===== src/rtl/array_packer_hs_if.sv =====
// Handshake bundle for the element-to-array packer: scalar producer side,
// array consumer side, and status. The slave modport is the packer itself.
interface array_packer_hs_if #(
    parameter int DATA_W  = 32,
    parameter int N_ELEMS = 2,
    parameter int CNT_W   = 8
);
    logic [DATA_W-1:0]             b_in;
    logic                          b_in_sync;
    logic                          b_in_notify;
    logic                          rev_mode;
    logic [N_ELEMS*DATA_W-1:0]     b_out;
    logic                          b_out_sync;
    logic                          b_out_notify;
    logic [$clog2(N_ELEMS+1)-1:0]  fill_level;
    logic [CNT_W-1:0]              frame_cnt;
    logic                          state_dbg;

    modport master (
        output b_in, b_in_sync, rev_mode, b_out_sync,
        input  b_in_notify, b_out, b_out_notify, fill_level, frame_cnt, state_dbg
    );

    modport slave (
        input  b_in, b_in_sync, rev_mode, b_out_sync,
        output b_in_notify, b_out, b_out_notify, fill_level, frame_cnt, state_dbg
    );
endinterface


===== src/rtl/array_packer_hs.sv =====
// Packs N_ELEMS scalar words into one array, forward or reverse fill order,
// and holds it on b_out until the consumer takes it.
module array_packer_hs #(
    parameter int DATA_W  = 32,
    parameter int N_ELEMS = 2,
    parameter int CNT_W   = 8
) (
    input  logic                 clk,
    input  logic                 rst,
    array_packer_hs_if.slave     bus
);
    // Handshake: a transfer happens only in a cycle where sync and notify are
    // both high; notify is a pure decode of the state register, never of sync.
    localparam int FL_W  = $clog2(N_ELEMS + 1);
    localparam int ARR_W = N_ELEMS * DATA_W;
    localparam logic [FL_W-1:0] LAST = FL_W'(N_ELEMS - 1);

    typedef enum logic {S_FILL = 1'b0, S_SEND = 1'b1} state_t;

    state_t             state_q, state_d;
    logic [FL_W-1:0]    fill_q, fill_d;
    logic [ARR_W-1:0]   arr_q, arr_d;
    logic               order_q, order_d;
    logic [CNT_W-1:0]   cnt_q, cnt_d;
    logic               eff_rev;
    logic [FL_W-1:0]    slot;

    always_ff @(posedge clk or negedge rst) begin
        if (!rst) begin
            state_q <= S_FILL;
            fill_q  <= '0;
            arr_q   <= '0;
            order_q <= 1'b0;
            cnt_q   <= '0;
        end else begin
            state_q <= state_d;
            fill_q  <= fill_d;
            arr_q   <= arr_d;
            order_q <= order_d;
            cnt_q   <= cnt_d;
        end
    end

    always_comb begin
        state_d = state_q;
        fill_d  = fill_q;
        arr_d   = arr_q;
        order_d = order_q;
        cnt_d   = cnt_q;
        // The first element of a frame samples rev_mode; later ones use the latched flag.
        eff_rev = (fill_q == '0) ? bus.rev_mode : order_q;
        slot    = eff_rev ? (LAST - fill_q) : fill_q;
        case (state_q)
            S_FILL: begin
                if (bus.b_in_sync) begin
                    order_d = eff_rev;
                    for (int k = 0; k < N_ELEMS; k++) begin
                        if (slot == FL_W'(k)) begin
                            arr_d[k*DATA_W +: DATA_W] = bus.b_in;
                        end
                    end
                    fill_d = fill_q + FL_W'(1);
                    if (fill_q == LAST) begin
                        state_d = S_SEND;
                    end
                end
            end
            S_SEND: begin
                // Array is left intact; the next frame overwrites it slot by slot.
                if (bus.b_out_sync) begin
                    state_d = S_FILL;
                    fill_d  = '0;
                    cnt_d   = cnt_q + CNT_W'(1);
                end
            end
            default: state_d = S_FILL;
        endcase
    end

    assign bus.b_in_notify  = (state_q == S_FILL);
    assign bus.b_out_notify = (state_q == S_SEND);
    assign bus.b_out        = arr_q;
    assign bus.fill_level   = fill_q;
    assign bus.frame_cnt    = cnt_q;
    assign bus.state_dbg    = (state_q == S_SEND);
endmodule


===== src/flat_wrapper.sv =====
// flat-port wrapper written by rule: the top's interface ports become plain ports
module array_packer_hs_flat 
#(
    parameter int DATA_W  = 32,
    parameter int N_ELEMS = 2,
    parameter int CNT_W   = 8
)
  (clk, rst, bus_b_in, bus_b_in_sync, bus_rev_mode, bus_b_out_sync, bus_b_in_notify, bus_b_out, bus_b_out_notify, bus_fill_level, bus_frame_cnt, bus_state_dbg);
  array_packer_hs_if #(.DATA_W(DATA_W), .N_ELEMS(N_ELEMS), .CNT_W(CNT_W)) bus_i ();
  input  logic clk;
  input  logic rst;
  input wire logic [$bits(bus_i.b_in)-1:0] bus_b_in;
  input wire logic [$bits(bus_i.b_in_sync)-1:0] bus_b_in_sync;
  input wire logic [$bits(bus_i.rev_mode)-1:0] bus_rev_mode;
  input wire logic [$bits(bus_i.b_out_sync)-1:0] bus_b_out_sync;
  output wire logic [$bits(bus_i.b_in_notify)-1:0] bus_b_in_notify;
  output wire logic [$bits(bus_i.b_out)-1:0] bus_b_out;
  output wire logic [$bits(bus_i.b_out_notify)-1:0] bus_b_out_notify;
  output wire logic [$bits(bus_i.fill_level)-1:0] bus_fill_level;
  output wire logic [$bits(bus_i.frame_cnt)-1:0] bus_frame_cnt;
  output wire logic [$bits(bus_i.state_dbg)-1:0] bus_state_dbg;
  assign bus_i.b_in = bus_b_in;
  assign bus_i.b_in_sync = bus_b_in_sync;
  assign bus_i.rev_mode = bus_rev_mode;
  assign bus_i.b_out_sync = bus_b_out_sync;
  assign bus_b_in_notify = bus_i.b_in_notify;
  assign bus_b_out = bus_i.b_out;
  assign bus_b_out_notify = bus_i.b_out_notify;
  assign bus_fill_level = bus_i.fill_level;
  assign bus_frame_cnt = bus_i.frame_cnt;
  assign bus_state_dbg = bus_i.state_dbg;
  array_packer_hs #(.DATA_W(DATA_W), .N_ELEMS(N_ELEMS), .CNT_W(CNT_W)) u_core (.clk(clk), .rst(rst), .bus(bus_i));
endmodule

===== config.mk =====
export PLATFORM = sky130hd
export DESIGN_NAME = array_packer_hs_flat
export DESIGN_NICKNAME = d
export VERILOG_FILES = /design/src/rtl/array_packer_hs_if.sv /design/src/rtl/array_packer_hs.sv /design/src/flat_wrapper.sv
export SDC_FILE = /design/constraint.sdc
export NUM_CORES = 1
export LEC_CHECK = 0
export ABC_AREA = 1
export CAP_MARGIN = 5
export CORE_ASPECT_RATIO = 2
export CORE_MARGIN = 4
export CORE_UTILIZATION = 30
export CTS_CLUSTER_DIAMETER = 200
export CTS_CLUSTER_SIZE = 40
export DETAILED_ROUTE_END_ITERATION = 8
export PLACE_DENSITY = 0.67
export SETUP_SLACK_MARGIN = 0.02
export SLEW_MARGIN = 15
export SYNTH_ARGS = -nofsm -noshare
export SYNTH_HDL_FRONTEND = slang
export SYNTH_SLANG_ARGS = --single-unit
export TNS_END_PERCENT = 10

===== constraint.sdc =====
create_clock -name clk -period 1.5 [get_ports clk]
set_input_delay 0.3 -clock clk [delete_from_list [all_inputs] [get_ports clk]]
set_output_delay 0.3 -clock clk [all_outputs]
set_load 0.005 [all_outputs]

# Word-level counts from Yosys, hierarchy flattened
# Index checks and enable logic that the tools add are counted.
[op_classes]
add_sub_neg = 3
n_eq_ne = 4
n_mux = 9
bitwise = 1
reduce_logical = 7
[ops]
columns = ["operator", "n"]
rows = [
  ["$add A8 B1 Y8 const B", 1],
  ["$mux W2", 3],
  ["$reduce_and A2 Y1", 3],
  ["$reduce_and A3 Y1", 2],
  ["$eq A2 B1 Y1 const B", 2],
  ["$logic_not A2 Y1", 2],
  ["$mux W1", 4],
  ["$ne A2 B2 Y1 const B", 2],
  ["$pmux W2 S2", 1],
  ["$add A2 B1 Y2 const B", 1],
  ["$pmux W1 S2", 1],
  ["$sub A1 B2 Y2 const A", 1],
  ["$not A1 Y1", 1],
]
[totals]
reg_bits = 76
inputBits = 37
out_inout_bits = 77
word_cells = 30

# Depth between registers and ports, before layout
# Gate-level depths: netlist of the first run.
[depth]
ltp_word = 5
ltp_mapped = 9
depth_no_buf = 8

# Worst setup path after synthesis of the first run
# Ideal clock, no wire load.
[synth_path]
path_kind = "reg-to-reg"
from = "reg u_core.fill_q[0], in the netlist u_core.bus.fill_level[0]"
to = "reg u_core.arr_q[0], in the netlist u_core.bus.b_out[0]"
setup_time_ns = 0.117
t_arrival_ns = 1.354
t_required_ns = 1.383
setup_slack_ns = 0.029
path_stages_with_launch = 10
n_path_buf = 1
period_less_slack_ns = 1.471
cell_sequence = "dfrtp_1 > inv_1 > ha_1 > inv_1 > nand2_1 > nand3_1 > nand3_2 > buf_6 > nand2_1 > nand2_1"
[synth_via]
elab_chain_cells = 5
elab_cells_between_ends = 6
[synth_rtl]
columns = ["element", "line_no", "rtl"]
rows = [
  ["start, declared", "array_packer_hs.sv:21", "logic [FL_W-1:0] fill_q, fill_d;"],
  ["start signal, assigned", "array_packer_hs.sv:37", "fill_q <= fill_d;"],
  ["parallel branches: the longest is 2 deep, another holds $sub A1 B2 Y2", "-", ""],
  ["$mux W2 *", "array_packer_hs.sv:52", "slot = eff_rev ? (LAST - fill_q) : fill_q;"],
  ["$logic_not A2 Y1 *", "array_packer_hs.sv:58", "if (slot == FL_W'(k)) begin"],
  ["$reduce_and A3 Y1 (no source line) *", "-", ""],
  ["end signal, assigned", "array_packer_hs.sv:38", "arr_q <= arr_d;"],
  ["end, declared", "array_packer_hs.sv:22", "logic [ARR_W-1:0] arr_q, arr_d;"],
]
# Mark *: on every way between the ends.
# A chain may end at the register's enable or synchronous reset.

# Final worst setup path of the first run
[layout_path]
from = "reg u_core.fill_q[0], in the netlist u_core.bus.fill_level[0]"
to = "out bus_fill_level[0]"
[layout_lines]
columns = ["element", "line_no", "rtl"]
rows = [
  ["end, declared", "flat_wrapper.sv:19", "output wire logic [$bits(bus_i.fill_level)-1:0] bus_fill_level;"],
]
# No word-level cell between the ends.

==> results of run 1 <==
cells in the mapped netlist:
cell type,count,area (sq um)
buf_12,7,140
xnor2_1,2,17.5
buf_4,7,52.6
a21oi_1,3,15.0
nor3_1,1,5.00
nand4_1,2,12.5
nand3_2,2,20.0
buf_6,6,67.6
nor2_4,1,11.3
xor2_1,1,8.76
inv_2,1,3.75
nand3_1,74,370
o21ai_0,1,5.00
inv_1,14,52.6
nand2_4,1,11.3
nor2_1,7,26.3
nand2_2,3,18.8
dfrtp_1,76,1900
nand2_1,147,552
ha_1,3,37.5
routing by layer:
layer | routed length, microns | part of all wire | track usage | up-vias
met4 | 374 | 0.038 | 0.0748 | 0
met3 | 591 | 0.059 | 0.0292 | 23
met5 | 0 | 0 | 0 | -
li1 | - | - | - | 1414
met1 | 3630 | 0.36 | 0.163 | 1372
met2 | 5380 | 0.54 | 0.255 | 110
worst paths after layout:
kind                       cells past startpoint                      from              endpoint  slack [ns]
max                                            2  u_core.bus.fill_level[0]     bus_fill_level[0]        0.06
min                                            2                       rst  u_core.bus.b_out[24]       -0.01
max reg2reg                                    8  u_core.bus.fill_level[0]  u_core.bus.b_out[37]        0.06
min reg2reg                                    2      u_core.bus.b_out[16]  u_core.bus.b_out[16]        0.47
max in group asynchronous                      2                       rst   u_core.bus.b_out[1]        1.18
min in group clk                               2      u_core.bus.b_out[16]  u_core.bus.b_out[16]        0.47
stage by stage:
stage	total power [mW]	TNS (ns)	utilization
global route	12.0	-0.393	0.472
CTS	10.4	0	0.446
detailed placement	8.70	-7.72	0.422
finish	11.2	0	0.472
floorplan	6.02	0	-
global placement	8.59	-6.47	0.422
repair_timing:
| item | 4_1_cts | 5_1_grt |
|---|---|---|
| pin swaps | 1 | 14 |
| resized for setup | 78 | 39 |
| gates cloned | 0 | 4 |
| endpoints found under the setup margin | 89 | 70 |
| buffers inserted | 5 | 2 |
kinds of logic after synthesis:
kind of cell             after synthesis
AO/OA/AOI/OAI                          4
AND/OR/NAND/NOR                      238
buffers and inverters                 35
XOR/XNOR                               3
adder cells (fa/ha/maj)                3
flip-flops                            76
sequential cells by signal (all words and copies together) (netlist names):
register                 count
u_core.bus.b_out            64
u_core.bus.frame_cnt         8
u_core.bus.fill_level        2
u_core.bus.b_out_notify      1
u_core.order_q               1
power by group:
group | switching (mW) | internal, mW
logic | 2.85 | 2.70
registers | 0.543 | 2.97
clock network | 0.824 | 1.33
total | 4.22 | 7.00
cell type report:
| class | count | share of cell area |
|---|---|---|
| clock buffers | 10 | 0.0466 |
| clock inverters | 6 | 0.0124 |
| inverters | 15 | 0.0115 |
| multi-input cells | 248 | 0.248 |
| flip-flops and latches | 76 | 0.371 |
| well taps | 140 | 0.0341 |
| repair buffers | 141 | 0.277 |
==> run metrics, run 1 <==
outcome=complete, but fails checks; failing checks=hold timing; Die Y=157 microns; Initial Util=0.306; pre-CTS setup slack=-0.147 ns; FF+latch count, synth=76; ANT cells=0; cts bufs inserted=9; nets=531; post-layout minimum cycle time=1.44 ns; syn_nets=399; Clock Skew=0.00630 ns; Max FO, Critical Path=6; number of global-route vias before repair=2918; Worst path max stage delay=0.38 ns; Synth Area in Compound Gates=0.00601; DPL Wire Length=6500 microns; die width=82.5 microns; Area Growth Syn to Fin=54.1%; initial antenna violation count=0; maxcap violations=0; Total GRT Usage=0.146; Placer Congestion=0.796; Routed WL=9970 microns; grt ovf=0; Fillers=1048; CP max-delay cell=dfrtp_1; Gate Count Post-Synth=359; CTS max path bufs=2; first-pass GRT wire length=14400 microns; largest net degree at the start of global routing=77; CP Data Arrival Time=1.14 ns; dpl cells=609; maximum operating frequency=693 MHz; Startpoint Class=flip-flop; CTS tree=yes; fin area=5130 sq um; Cell Pwr Density=2190 nW/um^2; most common cell after layout, fill and taps aside=nand2_1; hold crit path type=primary input to asynchronous set/reset pin; average size of a mapped cell=9.27 sq um; post-synthesis simple-gate area fraction=0.309; Yosys cell types=20; Reg area=1900 sq um; # IOs=114; Worst Max-Slew Pin Slew=0.419 ns; First-pass DRT Iterations=4; clk slew on worst S/H paths=0.06 ns; Adder-Cell Fraction of Synth Area=0.0113; Cell Rows=54; area of placed instances=4590 sq um; via count=2919; DRC violations left=0; Setup-failing EPs final=0; I/O Buffers=113; main combinational cell family by area after synthesis=simple AND/OR/NAND/NOR gates; kind of end point of the critical path=output pin; Mapped Area=3330 sq um; Hold Buf Count CTS=0; sequential area share after synthesis=0.571; leakage power=2.75 nW; RSZ-0062 raised after global routing=true; vias per cell=4.59; worst setup margin=0.0560 ns; WHS=-0.0113 ns; # clock sinks=76; CP bufs+invs=2; delay-heaviest family, CP=buffers and inverters; pins over their slew limit=0; H-tree levels=3; CP cell instances=buf_4 > dlygate4sd2_1; most frequent cells in the layout=140 x nand2_1, 76 x dfrtp_1, 73 x dlygate4sd2_1; critical path type=flip-flop to output pin; per-cell routed wire length=15.7 microns; root buf cell=clkbuf_16; share of cells above drive strength 1=0.149; relative slew slack=0.721; Initial DRC Count=163; xor-xnor portion of the synthesized cell area=0.00789; Worst-Skew Late Latency=0.33 ns; Post-Layout Cell Count=636; mux share of post-synthesis cell area=0; CP required=1.20 ns; Final Hold Violating Endpoints=16; Synth warnings=0; ANT nets after route=0; Max VDD drop=0.00129 V; Core Region=10900 sq um; area of the die=12900 sq um; area of the multi-input gates=1270 sq um; part of the cycle the worst path needs=0.963
Note: power is estimated with default switching activity, not from simulation.
==> run 2: changes to the inputs <==
CAP_MARGIN = 20   (was 5)
==> results of run 2 <==
Same layout as run 1: the final DEF is identical, and so are final timing and power.
==> run 3: changes to the inputs <==
ABC_CLOCK_PERIOD_IN_PS = 1500   (was unset)
SKIP_CTS_REPAIR_TIMING = 1   (was unset)
SLEW_MARGIN = unset   (was 15)
==> run 3 against run 2 <==
Compared with the run above: the run ends with hold timing, setup timing left; critical path depth shrank 1; combinational power grew 6.5%; sequential power grew 1%; first-iteration DRC count shrank 17%; worst hold slack is essentially flat; clock power is essentially flat; critical path type unchanged; largest cell class unchanged; largest power group unchanged.
==> run metrics, run 3 (synthesis results as in run 1) <==
outcome=complete, but fails checks; failing checks=hold timing, setup timing; CP Data Arrival Time=1.25 ns (+0.11 ns); kind of end point of the critical path=output pin; Cell Pwr Density=2140 nW/um^2 (-2.3%); leakage power=3.47 nW (+26%); DRC violations left=0 (unchanged); CTS max path bufs=2 (unchanged); Worst-Skew Late Latency=0.33 ns (about the same); hold crit path type=primary input to asynchronous set/reset pin; FF-to-FF End=u_core.bus.b_out[21]; DPL Wire Length=6500 microns (unchanged); die width=82.5 microns (unchanged); Int Power=7.36 mW (+5.2%); I/O Buffers=113 (unchanged); Max FO, Critical Path=5 (-1); H-tree levels=3 (unchanged); Area Growth Syn to Fin=63.5%; CP cell instances=clkdlybuf4s50_1; pins over their slew limit=0 (unchanged); fin util=0.500 (+0.0288); Logic pwr share=0.509 (+0.014); CP bufs+invs=1 (-1); Worst path max stage delay=0.52 ns (+0.14 ns); Initial DRC Count=136 (-17%); fin area=5440 sq um (+6.1%); clk slew on worst S/H paths=0.06 ns (about the same); part of the cycle the worst path needs=1.03 (+0.0675); CP required=1.20 ns (about the same); ANT nets after route=0 (unchanged); WHS=-0.0115 ns (-0.000200 ns); most frequent cells in the layout=135 x nand2_1, 75 x dlymetal6s2s_1, 75 x dfrtp_1; root buf cell=clkbuf_16; initial antenna violation count=0 (unchanged); dpl cells=609 (unchanged); reg-to-reg slack, setup=-0.02 ns (-0.08 ns); largest net degree at the start of global routing=77 (unchanged); Max VDD drop=0.00121 V (-6.0%); Worst Max-Slew Pin Slew=0.414 ns (-0.00410 ns); Post-Layout Cell Count=637 (+0.16%); Routed WL=10200 microns (+2.3%); area of placed instances=4590 sq um (unchanged); number of global-route vias before repair=2887 (-1.1%); setup TNS=-0.326 ns (-0.326 ns); CTS tree=yes; maximum operating frequency=647 MHz (-6.5%); maxcap violations=0 (unchanged); share of cells above drive strength 1=0.165 (+0.0158); # IOs=114 (unchanged); Placer Congestion=0.796 (unchanged); relative slew slack=0.724 (+0.00274); first-pass GRT wire length=14300 microns (-1.1%); reg2reg start=u_core.bus.fill_level[1]; switch share=0.367 (-0.00907); origin of the worst setup path=u_core.bus.frame_cnt[5]; Core Region=10900 sq um (unchanged); First-pass DRT Iterations=4 (unchanged); ANT cells=0 (unchanged); delay-heaviest family, CP=buffers and inverters; # clock sinks=76 (unchanged); Total GRT Usage=0.145 (-0.00151); Largest register FFs=64 (unchanged); Startpoint Class=flip-flop; Psw=4.27 mW (+1.2%); Clk pwr share=0.186 (-0.006); Cell Rows=54 (unchanged); worst setup margin=-0.0452 ns (-0.101 ns); most common cell after layout, fill and taps aside=nand2_1; cts bufs inserted=9 (unchanged); area of the die=12900 sq um (unchanged); Reg power frac=0.305 (-0.008); post-layout minimum cycle time=1.55 ns (+0.101 ns); RSZ-0062 raised after global routing=true; pre-CTS setup slack=-0.147 ns (unchanged); CP max-delay cell=clkdlybuf4s50_1; nets=532 (+0.19%); critical path type=flip-flop to output pin; R2R cell count=10 (+2); Die Y=157 microns (unchanged); Final Hold Violating Endpoints=16 (unchanged); grt ovf=0 (unchanged); vias per cell=4.57 (-0.50%); Clock Skew=0.00767 ns (+0.00138 ns); via count=2909 (-0.34%); Initial Util=0.306 (unchanged); Setup-failing EPs final=25 (+25); Final Power=11.6 mW (+3.7%); per-cell routed wire length=16.0 microns (+2.1%)
## run 3: power groups by stage
stage	logic (mW)	clock network, mW	registers (mW)
after CTS	5.15	2.22	3.56
after detailed placement	5.12	0	3.58
after global placement	5.04	0	3.55
final	5.91	2.16	3.55
after global routing	6.46	2.30	3.64
after floorplan	2.43	0	3.59
## run 3: layer usage
metal | GRT usage | up-vias | share of wire
li1 | - | 1416 | -
met1 | 0.161 | 1370 | 0.36
met2 | 0.253 | 103 | 0.54
met3 | 0.0281 | 20 | 0.060
met4 | 0.0748 | 0 | 0.033
met5 | 0 | - | 0
## run 3: how the worst max path moves through the flow
stage                                end  slack (ns)  depth (start not counted)
finish                  bus_frame_cnt[5]       -0.05                          1
detailed placement  u_core.bus.b_out[37]       -0.15                          7
floorplan            u_core.bus.b_out[0]        0.03                          9
global route        u_core.bus.b_out[29]       -0.12                         10
global placement    u_core.bus.b_out[29]       -0.13                          6
CTS                      bus_b_in_notify       -0.14                          2
## run 3: final cells by class
type                            instances  area, sq um
Clock buffer                           10          239
Clock inverter                          6         63.8
Fill cell                             971         5430
Inverter                               15         61.3
Multi-Input combinational cell        248         1300
Sequential cell                        76         1900
Tap cell                              140          175
Timing Repair Buffer                  142         1700
